$ cat src/rtl/pci_bus_arbiter.sv
// Central PCI bus arbiter: round-robin grant over active-low req/gnt pairs,
// with bus parking, grant timeout and hidden arbitration during transactions.
module pci_bus_arbiter #(
    parameter int unsigned N_MASTERS   = 4,
    parameter int unsigned PARK_MASTER = 0,
    parameter int unsigned TIMEOUT     = 16
) (
    input  logic                         clk,
    input  logic                         rst_n,
    input  logic [N_MASTERS-1:0]         req_n,
    input  logic                         frame_n,
    input  logic                         irdy_n,
    output logic [N_MASTERS-1:0]         gnt_n,
    output logic [$clog2(N_MASTERS)-1:0] owner,
    output logic                         gnt_valid,
    output logic                         bus_idle
);

    localparam int unsigned IDX_W = $clog2(N_MASTERS);

    typedef enum logic [1:0] {
        GAP,
        GRANT,
        BUSY
    } state_t;

    state_t               state, state_d;
    logic [IDX_W-1:0]     owner_d;
    logic [IDX_W-1:0]     rr_ptr, rr_ptr_d;
    logic [IDX_W-1:0]     winner;
    logic [7:0]           cnt, cnt_d;
    logic                 idle_q;
    logic                 start;
    logic                 others_req;
    logic                 timeout_hit;
    logic                 found;
    logic [N_MASTERS-1:0] others_mask;
    logic [N_MASTERS-1:0] gnt_n_d;

    assign bus_idle    = frame_n & irdy_n;
    assign start       = idle_q & ~frame_n;
    assign gnt_valid   = ~&gnt_n;
    assign timeout_hit = (cnt >= 8'(TIMEOUT - 1));

    // Requests from anyone other than the current owner trigger re-arbitration.
    always_comb begin
        others_mask = '0;
        for (int unsigned i = 0; i < N_MASTERS; i++) begin
            others_mask[i] = (IDX_W'(i) != owner);
        end
        others_req = |(~req_n & others_mask);
    end

    // Cyclic search starting just after the last winner.
    always_comb begin
        winner = IDX_W'(PARK_MASTER);
        found  = 1'b0;
        for (int unsigned i = 1; i <= N_MASTERS; i++) begin
            if (!found && !req_n[IDX_W'((32'(rr_ptr) + i) % N_MASTERS)]) begin
                winner = IDX_W'((32'(rr_ptr) + i) % N_MASTERS);
                found  = 1'b1;
            end
        end
    end

    always_comb begin
        state_d  = state;
        owner_d  = owner;
        rr_ptr_d = rr_ptr;
        cnt_d    = cnt;
        case (state)
            GAP: begin
                state_d  = GRANT;
                owner_d  = winner;
                rr_ptr_d = winner;
                cnt_d    = '0;
            end
            GRANT: begin
                if (start) begin
                    state_d = BUSY;
                end else if (req_n[owner] && others_req) begin
                    state_d = GAP;
                end else if (!req_n[owner] && bus_idle) begin
                    if (timeout_hit) begin
                        state_d = GAP;
                    end else if (cnt != '1) begin
                        cnt_d = cnt + 8'd1;
                    end
                end
            end
            BUSY: begin
                if (others_req) begin
                    state_d = GAP;
                end
            end
            default: state_d = GAP;
        endcase

        // Grant register follows the next state so gnt_n never lags the FSM.
        gnt_n_d = '1;
        if (state_d != GAP) begin
            gnt_n_d[owner_d] = 1'b0;
        end
    end

    always_ff @(posedge clk or negedge rst_n) begin
        if (!rst_n) begin
            state  <= GAP;
            gnt_n  <= '1;
            owner  <= IDX_W'(PARK_MASTER);
            rr_ptr <= IDX_W'(PARK_MASTER);
            cnt    <= '0;
            idle_q <= 1'b1;
        end else begin
            state  <= state_d;
            gnt_n  <= gnt_n_d;
            owner  <= owner_d;
            rr_ptr <= rr_ptr_d;
            cnt    <= cnt_d;
            idle_q <= bus_idle;
        end
    end

endmodule

$ cat config.mk
export PLATFORM = sky130hd
export DESIGN_NAME = pci_bus_arbiter
export DESIGN_NICKNAME = d
export VERILOG_FILES = /design/src/rtl/pci_bus_arbiter.sv
export SDC_FILE = /design/constraint.sdc
export NUM_CORES = 1
export LEC_CHECK = 0
export ABC_AREA = 1
export BUFFER_PORTS_ARGS = -buffer_cell sky130_fd_sc_hd__clkbuf_2
export CORE_MARGIN = 2
export CORE_UTILIZATION = 25
export DETAILED_ROUTE_END_ITERATION = 10
export GPL_TIMING_DRIVEN = 0
export PLACE_DENSITY = 0.43
export SLEW_MARGIN = 30
export SYNTH_ARGS = -nofsm -noshare
export SYNTH_HDL_FRONTEND = slang
export SYNTH_SLANG_ARGS = --single-unit
$ cat constraint.sdc
create_clock -name clk -period 1.9 [get_ports clk]
set_input_delay 0.095 -clock clk [delete_from_list [all_inputs] [get_ports clk]]
set_output_delay 0.095 -clock clk [all_outputs]
set_load 0.03 [all_outputs]
==> summary.md, run 1 <==
| Metric | Value |
|---|---|
| Critical path, cell by cell | `ha_1 -> nand2_1 -> inv_1 -> nand2_1 -> nand4_1 -> nor3_1 -> nand3_1 -> nor2_1 -> nand2_1 -> o21ai_1` |
| Initial DRC count | `86` |
| TNS Setup | `0 ns` |
| Required time of the critical path | `2.08 ns` |
| Worst r2r path cells | `10` |
| Inserted Diodes | `0` |
| Synth top area share | `28.72%` |
| Synth top area cells | `dfrtp_1, nand2_1, dfstp_2, nand3_1, nand2_2` |
| HP Class | `in -> reg` |
| Register area | `about 480 sq um` |
| # DRC | `0` |
| Crit Path Category | `reg -> reg` |
| Slew HR | `68.14%` |
| Nature of the critical path endpoint | `register` |
| CTS-repair resized insts | `0` |
| Vias in the first global route | `1056` |
| Area growth syn-to-layout | `17.64%` |
| Internal power | `1.123 mW` |
| Fmax | `601.3 MHz` |
| Critical Path Slowest Stage Cell | `dfrtp_1` |
| Yosys top cell by area | `dfrtp_1` |
| Clk pwr share | `about 12%` |
| Pin count of the biggest net entering global routing | `20` |
| Std cell rows | `25` |
| Chip width | `73.86 microns` |
| Worst Setup Start Kind | `register` |
| Fin. Hold Viols | `0` |
| First-pass GRT wire length | `approximately 4800 microns` |
| Pwr dens | `between 1500 and 2000 nW/um^2` |
| Setup repair bufs after CTS | `0` |
| P_leak | `0.7363 nW` |
| Hold path cells | `3` |
| Clk pin slew, worst setup/hold paths | `0.07 ns` |
| Final setup viols | `0` |
| Synth Area per Inst | `about 7 sq um` |
| RSZ-0062 raised after global routing | `no` |
| Multi-input logic area | `~640 sq um` |
| Critical Path Most Common Cell | `nand2_1` |
| Fin crit period | `roughly 1.7 ns` |
| Synth unique cells | `24` |
| Synth Cell Area | `1220 sq um` |
| Seq/Total Area, Yosys | `39.49%` |
| DR vias/cell | `4.191` |
| Switching Share | `51.18%` |
| Hold_sp | `irdy_n` |
| Total wire length | `2650 microns` |
| Clock latency at the later pin of the worst-skew pair | `around 0.25 ns` |
| WP data arrival | `1.85 ns` |
| Crit share post-route | `87.53%` |
| CP max stage delay | `0.40 ns` |
| IO buf count | `15` |
| NetSw | `1.178 mW` |
| Worst r2r src | `cnt[0]` |
| Critical path peak fanout | `5` |
| Share of layout cells above drive strength 1 | `25.64%` |
| Routed Antenna Nets | `0` |
| Total CTS buffers | `3` |
| Die area | `5455 sq um` |
| Mapped Cells | `175` |
| Peak supply drop | `0.4052 mV` |
| Reg-to-Reg End | `cnt[0]` |
| Post-synth net total | `approximately 180` |
| Final Skew | `~0.00097 ns` |
| Placed cells | `257` |
| Worst slew pin tran | `0.4779 ns` |
| MaxCap Viol Count | `0` |
| Synth warn | `0` |
| Flop pwr share | `27.8%` |
| Nets@finish | `205` |
| Flop2flop setup slack | `0.24 ns` |
| Hold EP | `idle_q` |
| CTS tree | `built` |
| Hold Slack | `0.03686 ns` |
| Root Buffer | `clkbuf_8` |
| GR Overflow Total | `0` |
| First-pass iteration count of the detailed router | `4` |
| Fillcell total | `541` |
| WL/cell | `10.11 microns` |
| Initial antenna violation count | `0` |
| Commonest cells after routing, fill and taps aside | `nand2_1, nand3_1, inv_1` |
| Total I/O pin count | `16` |
| Cts hold-fix bufs | `1` |
| Global-route total usage across every layer | `11.08%` |
| Clk buf depth | `2` |
| Max Slew Vio Count | `0` |
| Non-filler cells in the finished layout | `262` |
| Via count | `1098` |
| Status | `finished, final reports clean` |
| Synthesized flop and latch total | `19` |
| CTS H-tree lvls | `1` |
| Initial Util | `25.83%` |
| Clk sinks | `19` |
| Cell family with most CP delay | `simple AND/OR/NAND/NOR gates` |
| Final Total Pwr | `2.301 mW` |
| Commonest non-fill, non-tap cell in the layout | `nand2_1` |
| GPL Wtd Cong | `between 0.7 and 0.8` |
| Core area | `4723 sq um` |
| WP buf/inv | `1` |
| Logic pwr share | `59.9%` |
| Die height | `73.86 microns` |
| DP HPWL | `about 2100 microns` |
## routing by layer
metal	part of all wire (%)	up-vias	GRT usage (%)
met5	0	-	0
met4	0.49	0	1.818
met3	2.5	2	2.881
met2	46	12	17.96
met1	51	495	15.04
li1	-	589	-
## Yosys cell counts (all sizes together)
cell type and number:
nor3 2, nand3b 2, clkinv 1, dfrtp 14, o21ai 9, a21oi 5
inv 20, or2 2, nand3 21, buf 2, nand2 72, nor2 17
dfstp 5, nand4 2, ha 1
## worst max path at each step
stage | from | endpoint | slack, ns | cells past startpoint
finish | cnt[0] | cnt[0] | 0.24 | 10
global route | cnt[1] | cnt[0] | 0.05 | 10
CTS | cnt[0] | cnt[0] | 0.21 | 9
detailed placement | cnt[0] | cnt[0] | 0.22 | 9
global placement | cnt[0] | cnt[0] | 0.21 | 9
floorplan | owner[0] | gnt_n[0] | 0.46 | 10
## tightest hold or removal path, cell delays in order
cell	delay, ns
clkbuf_2	0.08
nand2_1	0.04
inv_1	0.07
## through the flow
step                utilization (%)  worst slack [ns]  cell area (sq um)
CTS                           30.38            0.2148               1435
detailed placement            29.19            0.2177               1379
finish                        30.38            0.2370               1435
global placement              29.19            0.2121               1379
floorplan                         -            0.4574               1220
global route                  30.38           0.04925               1435
## power by group through the flow
stage | clock network, mW | registers, mW | logic, mW
floorplan | 0 | 0.729 | 1.00
global placement | 0 | 0.653 | 1.41
detailed placement | 0 | 0.650 | 1.38
CTS | 0.294 | 0.643 | 1.39
global route | 0.310 | 0.663 | 1.57
finish | 0.282 | 0.641 | 1.38
## cell type report
| cell class | count | area share, % |
|---|---|---|
| Clock buffer | 3 | 2.877 |
| Buffer | 2 | 1.308 |
| Multi-Input combinational cell | 133 | 44.64 |
| Clock inverter | 1 | 0.3487 |
| Tap cell | 67 | 5.841 |
| Timing Repair Buffer | 16 | 5.928 |
| Inverter | 21 | 5.493 |
| Sequential cell | 19 | 33.57 |
## cells by family after synthesis
family	share of synthesized area, %
flip-flops	39.49
adder cells (fa/ha/maj)	1.025
buffers and inverters	8.000
AO/OA/AOI/OAI	6.050
AND/OR/NAND/NOR	45.43
## registers in the layout (all words and copies together) (netlist names)
register	cells
cnt	8
gnt_n	4
owner	2
rr_ptr	2
state	2
idle_q	1
(Power assumes the default switching activity.)
==> inputs of run 2 (changes only) <==
--- a/config.mk
+++ b/config.mk
@@ -6,7 +6,9 @@
 export NUM_CORES = 1
 export LEC_CHECK = 0
 export ABC_AREA = 1
+export ABC_CLOCK_PERIOD_IN_PS = 1900
 export BUFFER_PORTS_ARGS = -buffer_cell sky130_fd_sc_hd__clkbuf_2
+export CORE_ASPECT_RATIO = 1.1
 export CORE_MARGIN = 2
 export CORE_UTILIZATION = 25
 export DETAILED_ROUTE_END_ITERATION = 10
==> run 2 against run 1 <==
Critical path depth fell by 1. Non-clock buffer count is the same. Sequential power hardly changed. Fmax up 1.8%. Global-route usage decreased by 0.31 points.
==> summary.md, run 2 (same netlist as run 1, synthesis figures left out) <==
| Metric | Value |
|---|---|
| RSZ-0062 raised after global routing | `no` |
| Initial DRC count | `46 (-47%)` |
| GR Overflow Total | `0 (unchanged)` |
| Commonest non-fill, non-tap cell in the layout | `nand2_1` |
| Logic pwr share | `59.9% (about the same)` |
| Flop pwr share | `28.0% (+0.2 points)` |
| Largest Register | `cnt` |
| Critical Path Most Common Cell | `nand2_1` |
| Critical Path End | `cnt[0]` |
| Reg-to-Reg End | `cnt[0]` |
| WP data arrival | `1.77 ns (-0.08 ns)` |
| Total I/O pin count | `16 (unchanged)` |
| MaxCap Viol Count | `0 (unchanged)` |
| Worst r2r src | `cnt[0]` |
| Via count | `1097 (-0.091%)` |
| Total wire length | `2646 microns (-0.15%)` |
| Total CTS buffers | `3 (unchanged)` |
| Fillcell total | `539 (-0.37%)` |
| Clock latency at the later pin of the worst-skew pair | `0.25 ns (about the same)` |
| Commonest cells after routing, fill and taps aside | `nand2_1, nand3_1, inv_1` |
| Multi-input logic area | `640.6 sq um (unchanged)` |
| WL/cell | `10.54 microns (+4.2%)` |
| Setup WS pre-CTS | `0.2383 ns (+0.02055 ns)` |
| Fin crit period | `1.634 ns (-0.02872 ns)` |
| DP HPWL | `2171 microns (+4.3%)` |
| Clk sinks | `19 (unchanged)` |
| Pin count of the biggest net entering global routing | `20 (unchanged)` |
| Worst r2r path cells | `9 (-1)` |
| NetSw | `1.161 mW (-1.4%)` |
| Register area | `481.7 sq um (unchanged)` |
| Status | `finished, final reports clean` |
| CTS H-tree lvls | `1 (unchanged)` |
| Initial antenna violation count | `0 (unchanged)` |
| DP Area | `1365 sq um (-1.0%)` |
| Crit path from | `cnt[0]` |
| Required time of the critical path | `2.04 ns (-0.04 ns)` |
| Slew HR | `68.98% (+0.84 points)` |
| Worst Setup Start Kind | `register` |
| Vias in the first global route | `1121 (+6.2%)` |
| Die area | `5455 sq um (about the same)` |
| P_leak | `0.7363 nW (unchanged)` |
| Crit Path Category | `reg -> reg` |
| Worst setup margin | `0.2657 ns (+0.02872 ns)` |
| Flop2flop setup slack | `0.27 ns (+0.03 ns)` |
| Crit share post-route | `86.01% (-1.5 points)` |
| DR vias/cell | `4.371 (+4.3%)` |
| HP Class | `in -> reg` |
| Fin. Hold Viols | `0 (unchanged)` |
| Chip width | `70.61 microns (-4.4%)` |
| Clk pin slew, worst setup/hold paths | `0.06 ns (about the same)` |
| Root Buffer | `clkbuf_8` |
| Peak supply drop | `0.4429 mV (+9.3%)` |
| Final Skew | `0.006603 ns (+0.005637 ns)` |
| Nature of the critical path endpoint | `register` |
| Share of layout cells above drive strength 1 | `25.64% (unchanged)` |
| Std cell rows | `26 (+4.0%)` |
| Switching Share | `50.83% (-0.35 points)` |
| Global-route total usage across every layer | `10.77% (-0.31 points)` |
| Final setup viols | `0 (unchanged)` |
| Critical path, cell by cell | `ha_1 -> nand2_1 -> inv_1 -> nand2_1 -> nand4_1 -> nor3_1 -> nand3_1 -> nand2_1 -> o21ai_1` |
| Die height | `77.27 microns (+4.6%)` |
| TNS Setup | `0 ns (unchanged)` |
| Max Slew Vio Count | `0 (unchanged)` |
| CP max stage delay | `0.40 ns (about the same)` |
| GPL Wtd Cong | `0.7348 (-3.4%)` |
| Placed cells | `246 (-4.3%)` |
| IO buf count | `15 (unchanged)` |
| First-pass GRT wire length | `4843 microns (+1.9%)` |
| Core area | `4684 sq um (-0.82%)` |
| Clk pwr share | `12.1% (-0.2 points)` |
| Clk buf depth | `2 (unchanged)` |
| # DRC | `0 (unchanged)` |
| Nets@finish | `205 (unchanged)` |
| First-pass iteration count of the detailed router | `4 (unchanged)` |
| Routed Antenna Nets | `0 (unchanged)` |
| Non-filler cells in the finished layout | `251 (-4.2%)` |
| Worst slew pin tran | `0.4654 ns (-0.01259 ns)` |
| Internal power | `1.123 mW (about the same)` |
| Biggest regs | `cnt x8, gnt_n x4` |
| Max FFs per register | `8 (unchanged)` |
| Final Cell Area | `1421 sq um (-0.96%)` |
| Critical path peak fanout | `5 (unchanged)` |
| Critical Path Slowest Stage Cell | `dfrtp_1` |
| Inserted Diodes | `0 (unchanged)` |
| Setup repair bufs after CTS | `0 (unchanged)` |
| Pwr dens | `1608 nW/um^2 (+0.27%)` |
| CTS tree | `built` |
| Area growth syn-to-layout | `16.51%` |
| Fmax | `611.9 MHz (+1.8%)` |
| Initial Util | `26.04% (+0.21 points)` |
[run 2: cell type report]
class,count,area share [%]
Clock buffer,3,2.905
Tap cell,56,4.930
Inverter,21,5.546
Sequential cell,19,33.89
Buffer,2,1.320
Clock inverter,1,0.3521
Multi-Input combinational cell,133,45.07
Timing Repair Buffer,16,5.986
[run 2: stage by stage]
step	total power [mW]	hold WS, ns	utilization, %
after floorplan	1.731	-0.2006	-
after global placement	2.052	0.07898	29.14
after detailed placement	2.043	0.07565	29.14
after CTS	2.330	0.04517	30.34
after global routing	2.548	0.05444	30.34
final	2.285	0.04474	30.34
[run 2: repair_timing]
| item | 4_1_cts | 5_1_grt |
|---|---|---|
| resized for setup | 0 | 0 |
| hold endpoints to repair | 14 | 0 |
| hold buffers | 1 | 0 |
[run 2: metal layers]
layer	GRT usage, %	vias up	part of all wire [%]
met5	0	-	0
met4	2.830	0	0.98
met3	1.577	4	1.7
met2	20.47	7	54
met1	12.37	496	43
li1	-	590	-
[run 2: worst min path at each step]
stage / cells past startpoint / end / slack [ns] / startpoint
after floorplan: 0 / cnt[0] / -0.20 / rst_n
after global placement: 1 / cnt[7] / 0.08 / rst_n
after detailed placement: 1 / cnt[5] / 0.08 / rst_n
after CTS: 3 / idle_q / 0.05 / irdy_n
after global routing: 3 / idle_q / 0.05 / irdy_n
final: 3 / idle_q / 0.04 / irdy_n
[run 2: worst max-delay path, delay by kind of cell (launching register included)]
kind	cells	cell delay, ns
simple gates	6	0.77
flops	1	0.40
compound gates	1	0.08
buf+inv	1	0.05
fa+ha+maj	1	0.22
[run 2: power groups by stage]
| stage | Sequential [mW] | Clock [mW] | Combinational, mW |
|---|---|---|---|
| floorplan | 0.729 | 0 | 1.00 |
| global placement | 0.652 | 0 | 1.40 |
| detailed placement | 0.653 | 0 | 1.39 |
| CTS | 0.645 | 0.290 | 1.39 |
| global route | 0.660 | 0.302 | 1.59 |
| finish | 0.641 | 0.276 | 1.37 |
==> inputs of run 3 (changes only) <==
--- a/config.mk
+++ b/config.mk
@@ -6,14 +6,14 @@
 export NUM_CORES = 1
 export LEC_CHECK = 0
 export ABC_AREA = 1
-export ABC_CLOCK_PERIOD_IN_PS = 1900
+export ABC_CLOCK_PERIOD_IN_PS = 1500
 export BUFFER_PORTS_ARGS = -buffer_cell sky130_fd_sc_hd__clkbuf_2
 export CORE_ASPECT_RATIO = 1.1
 export CORE_MARGIN = 2
 export CORE_UTILIZATION = 25
 export DETAILED_ROUTE_END_ITERATION = 10
 export GPL_TIMING_DRIVEN = 0
-export PLACE_DENSITY = 0.43
+export PLACE_DENSITY = 0.5
 export SLEW_MARGIN = 30
 export SYNTH_ARGS = -nofsm -noshare
 export SYNTH_HDL_FRONTEND = slang
==> constraint.sdc (replaced) <==
create_clock -name clk -period 1.5 [get_ports clk]
set_input_delay 0.075 -clock clk [delete_from_list [all_inputs] [get_ports clk]]
set_output_delay 0.075 -clock clk [all_outputs]
set_load 0.03 [all_outputs]
==> run 3 against run 2 <==
The flow now finishes with violations (setup timing). Register-to-register slack got worse by 0.37 ns. Clock skew is 0.0049 ns lower. First-iteration DRC count decreased by 41%. Sequential power rose by 30%. Fmax rose by 1.6%. Design area up 17%. Hold slack lost 0.019 ns. Die area did not move. Largest cell class unchanged. Largest power group unchanged.
==> summary.md, run 3 (same netlist as run 1, synthesis figures left out) <==
| Metric | Value |
|---|---|
| Status | `finished with violations` |
| Failing checks | `setup timing` |
| Max FFs per register | `8 (unchanged)` |
| Nature of the critical path endpoint | `register` |
| Placed cells | `246 (unchanged)` |
| Clk buf depth | `2 (unchanged)` |
| Crit Path Category | `reg -> reg` |
| Max Slew Vio Count | `0 (unchanged)` |
| Largest Register | `cnt` |
| Crit share post-route | `107.2% (+21 points)` |
| Initial DRC count | `27 (-41%)` |
| Inserted Diodes | `0 (unchanged)` |
| DP Area | `1365 sq um (unchanged)` |
| CTS H-tree lvls | `1 (unchanged)` |
| Total wire length | `2925 microns (+11%)` |
| Pwr dens | `2095 nW/um^2 (+30%)` |
| Multi-input logic area | `793.3 sq um (+24%)` |
| Vias in the first global route | `1100 (-1.9%)` |
| Cell family with most CP delay | `simple AND/OR/NAND/NOR gates` |
| WP buf/inv | `1 (unchanged)` |
| Clock latency at the later pin of the worst-skew pair | `0.25 ns (about the same)` |
| DR vias/cell | `4.412 (+0.94%)` |
| Initial Util | `26.04% (unchanged)` |
| Total CTS buffers | `3 (unchanged)` |
| Pin count of the biggest net entering global routing | `20 (unchanged)` |
| Area growth syn-to-layout | `35.79%` |
| Die height | `77.27 microns (unchanged)` |
| WL/cell | `11.25 microns (+6.7%)` |
| First-pass GRT wire length | `4981 microns (+2.8%)` |
| Clk pin slew, worst setup/hold paths | `0.07 ns (about the same)` |
| P_leak | `0.8159 nW (+11%)` |
| Initial antenna violation count | `0 (unchanged)` |
| Core area | `4684 sq um (unchanged)` |
| RSZ-0062 raised after global routing | `yes` |
| CTS tree | `built` |
| DP HPWL | `2109 microns (-2.8%)` |
| WP data arrival | `1.75 ns (-0.02 ns)` |
| Commonest non-fill, non-tap cell in the layout | `nand2_1` |
| Final setup viols | `7 (+7)` |
| Fin. Hold Viols | `0 (unchanged)` |
| Register area | `485.5 sq um (+0.78%)` |
| Critical path peak fanout | `5 (unchanged)` |
| Required time of the critical path | `1.65 ns (-0.39 ns)` |
| Critical path, cell by cell | `ha_2 -> nand2_2 -> inv_2 -> nand2_1 -> nand4_1 -> nor3_2 -> nand3_2 -> nand2_4 -> o21ai_1` |
| Final Skew | `0.001665 ns (-0.004938 ns)` |
| Root Buffer | `clkbuf_8` |
| Slew HR | `68.04% (-0.94 points)` |
| Chip width | `70.61 microns (unchanged)` |
| Clk sinks | `19 (unchanged)` |
| Critical Path Slowest Stage Cell | `dfrtp_1` |
| Non-filler cells in the finished layout | `260 (+3.6%)` |
| Final Cell Area | `1657 sq um (+17%)` |
| Fin crit period | `1.608 ns (-0.02611 ns)` |
| HP Class | `in -> reg` |
| Die area | `5455 sq um (unchanged)` |
| Share of layout cells above drive strength 1 | `49.02% (+23 points)` |
| GPL Wtd Cong | `0.7809 (+6.3%)` |
| First-pass iteration count of the detailed router | `4 (unchanged)` |
| Fillcell total | `530 (-1.7%)` |
| Routed Antenna Nets | `0 (unchanged)` |
| Worst slew pin tran | `0.4795 ns (+0.01410 ns)` |
| Peak supply drop | `0.7729 mV (+75%)` |
| Via count | `1147 (+4.6%)` |
| Nets@finish | `214 (+4.4%)` |
| Final Total Pwr | `3.471 mW (+52%)` |
| Std cell rows | `26 (unchanged)` |
| CP max stage delay | `0.39 ns (about the same)` |
| IO buf count | `15 (unchanged)` |
| MaxCap Viol Count | `0 (unchanged)` |
| Worst Setup Start Kind | `register` |
| Total I/O pin count | `16 (unchanged)` |
| Worst setup margin | `-0.1082 ns (-0.3739 ns)` |
| # DRC | `0 (unchanged)` |
| Commonest cells after routing, fill and taps aside | `nand2_1, nand2_2, inv_1, clkbuf_2, nand3_1` |
| GR Overflow Total | `0 (unchanged)` |
| Biggest regs | `cnt x8, gnt_n x4` |
| Fmax | `621.8 MHz (+1.6%)` |
| Global-route total usage across every layer | `11.17% (+0.41 points)` |
## run 3: cell types whose count changed in the layout (fill, tap and decap cells not counted), sizes merged
cell,delta
buf,+9
## run 3: worst paths after layout
kind,from,end,slack [ns],depth (start not counted)
max in group asynchronous,rst_n,rr_ptr[1],0.85,2
min in group asynchronous,rst_n,cnt[0],0.30,2
worst min-delay path,irdy_n,idle_q,0.03,3
worst max register to register,cnt[0],cnt[0],-0.11,9
worst min register to register,cnt[5],cnt[5],0.49,2
worst max-delay path,cnt[0],cnt[0],-0.11,9
## run 3: worst register-to-register path, delay by kind of cell (launching register included)
family	cells	cell delay, ns
AND/OR/NAND/NOR	6	0.81
flip-flops	1	0.39
adder cells (fa/ha/maj)	1	0.20
AO/OA/AOI/OAI	1	0.07
buffers and inverters	1	0.04
## run 3: final cells by class
cell class / instances / area share (%)
buffer: 2 / 1.360
clock buffer: 3 / 2.492
clock inverter: 1 / 0.3021
inverter: 21 / 4.985
multi-input combinational: 133 / 47.89
sequential: 19 / 29.31
tap: 56 / 4.230
timing repair buffer: 25 / 9.441
## run 3: through the flow
stage / TNS [ns] / setup WS (ns) / hold slack (ns) / util (%)
detailed placement: -1.143 / -0.1721 / 0.05210 / 29.14
global route: -1.486 / -0.1810 / 0.06174 / 35.36
global placement: -1.213 / -0.1859 / 0.05053 / 29.14
CTS: -0.2287 / -0.07272 / 0.01591 / 32.80
floorplan: 0 / 0.05736 / -0.2206 / -
finish: -0.5675 / -0.1082 / 0.02610 / 35.36
## run 3: report_power, final
group | leakage, nW | internal, mW | switching [mW]
Sequential | 0.235 | 0.681 | 0.151
Clock | 0.0255 | 0.185 | 0.170
Combinational | 0.556 | 0.824 | 1.46
## run 3: repair_timing
action                                 CTS  global route
gates resized for setup                 25            28
setup endpoints to repair               11            14
endpoints found under the hold margin   14             0
buffers inserted                         4             4
hold buffers                             1             0
gates cloned                             1             0
pin swaps                               11            17
## run 3: layer usage
layer | track usage (%) | share of wire [%] | routed length [microns]
met5 | 0 | 0 | 0
met4 | 2.264 | 0.34 | 10
met3 | 2.365 | 2.2 | 65
met2 | 19.81 | 54 | 1578
met1 | 13.93 | 43 | 1270
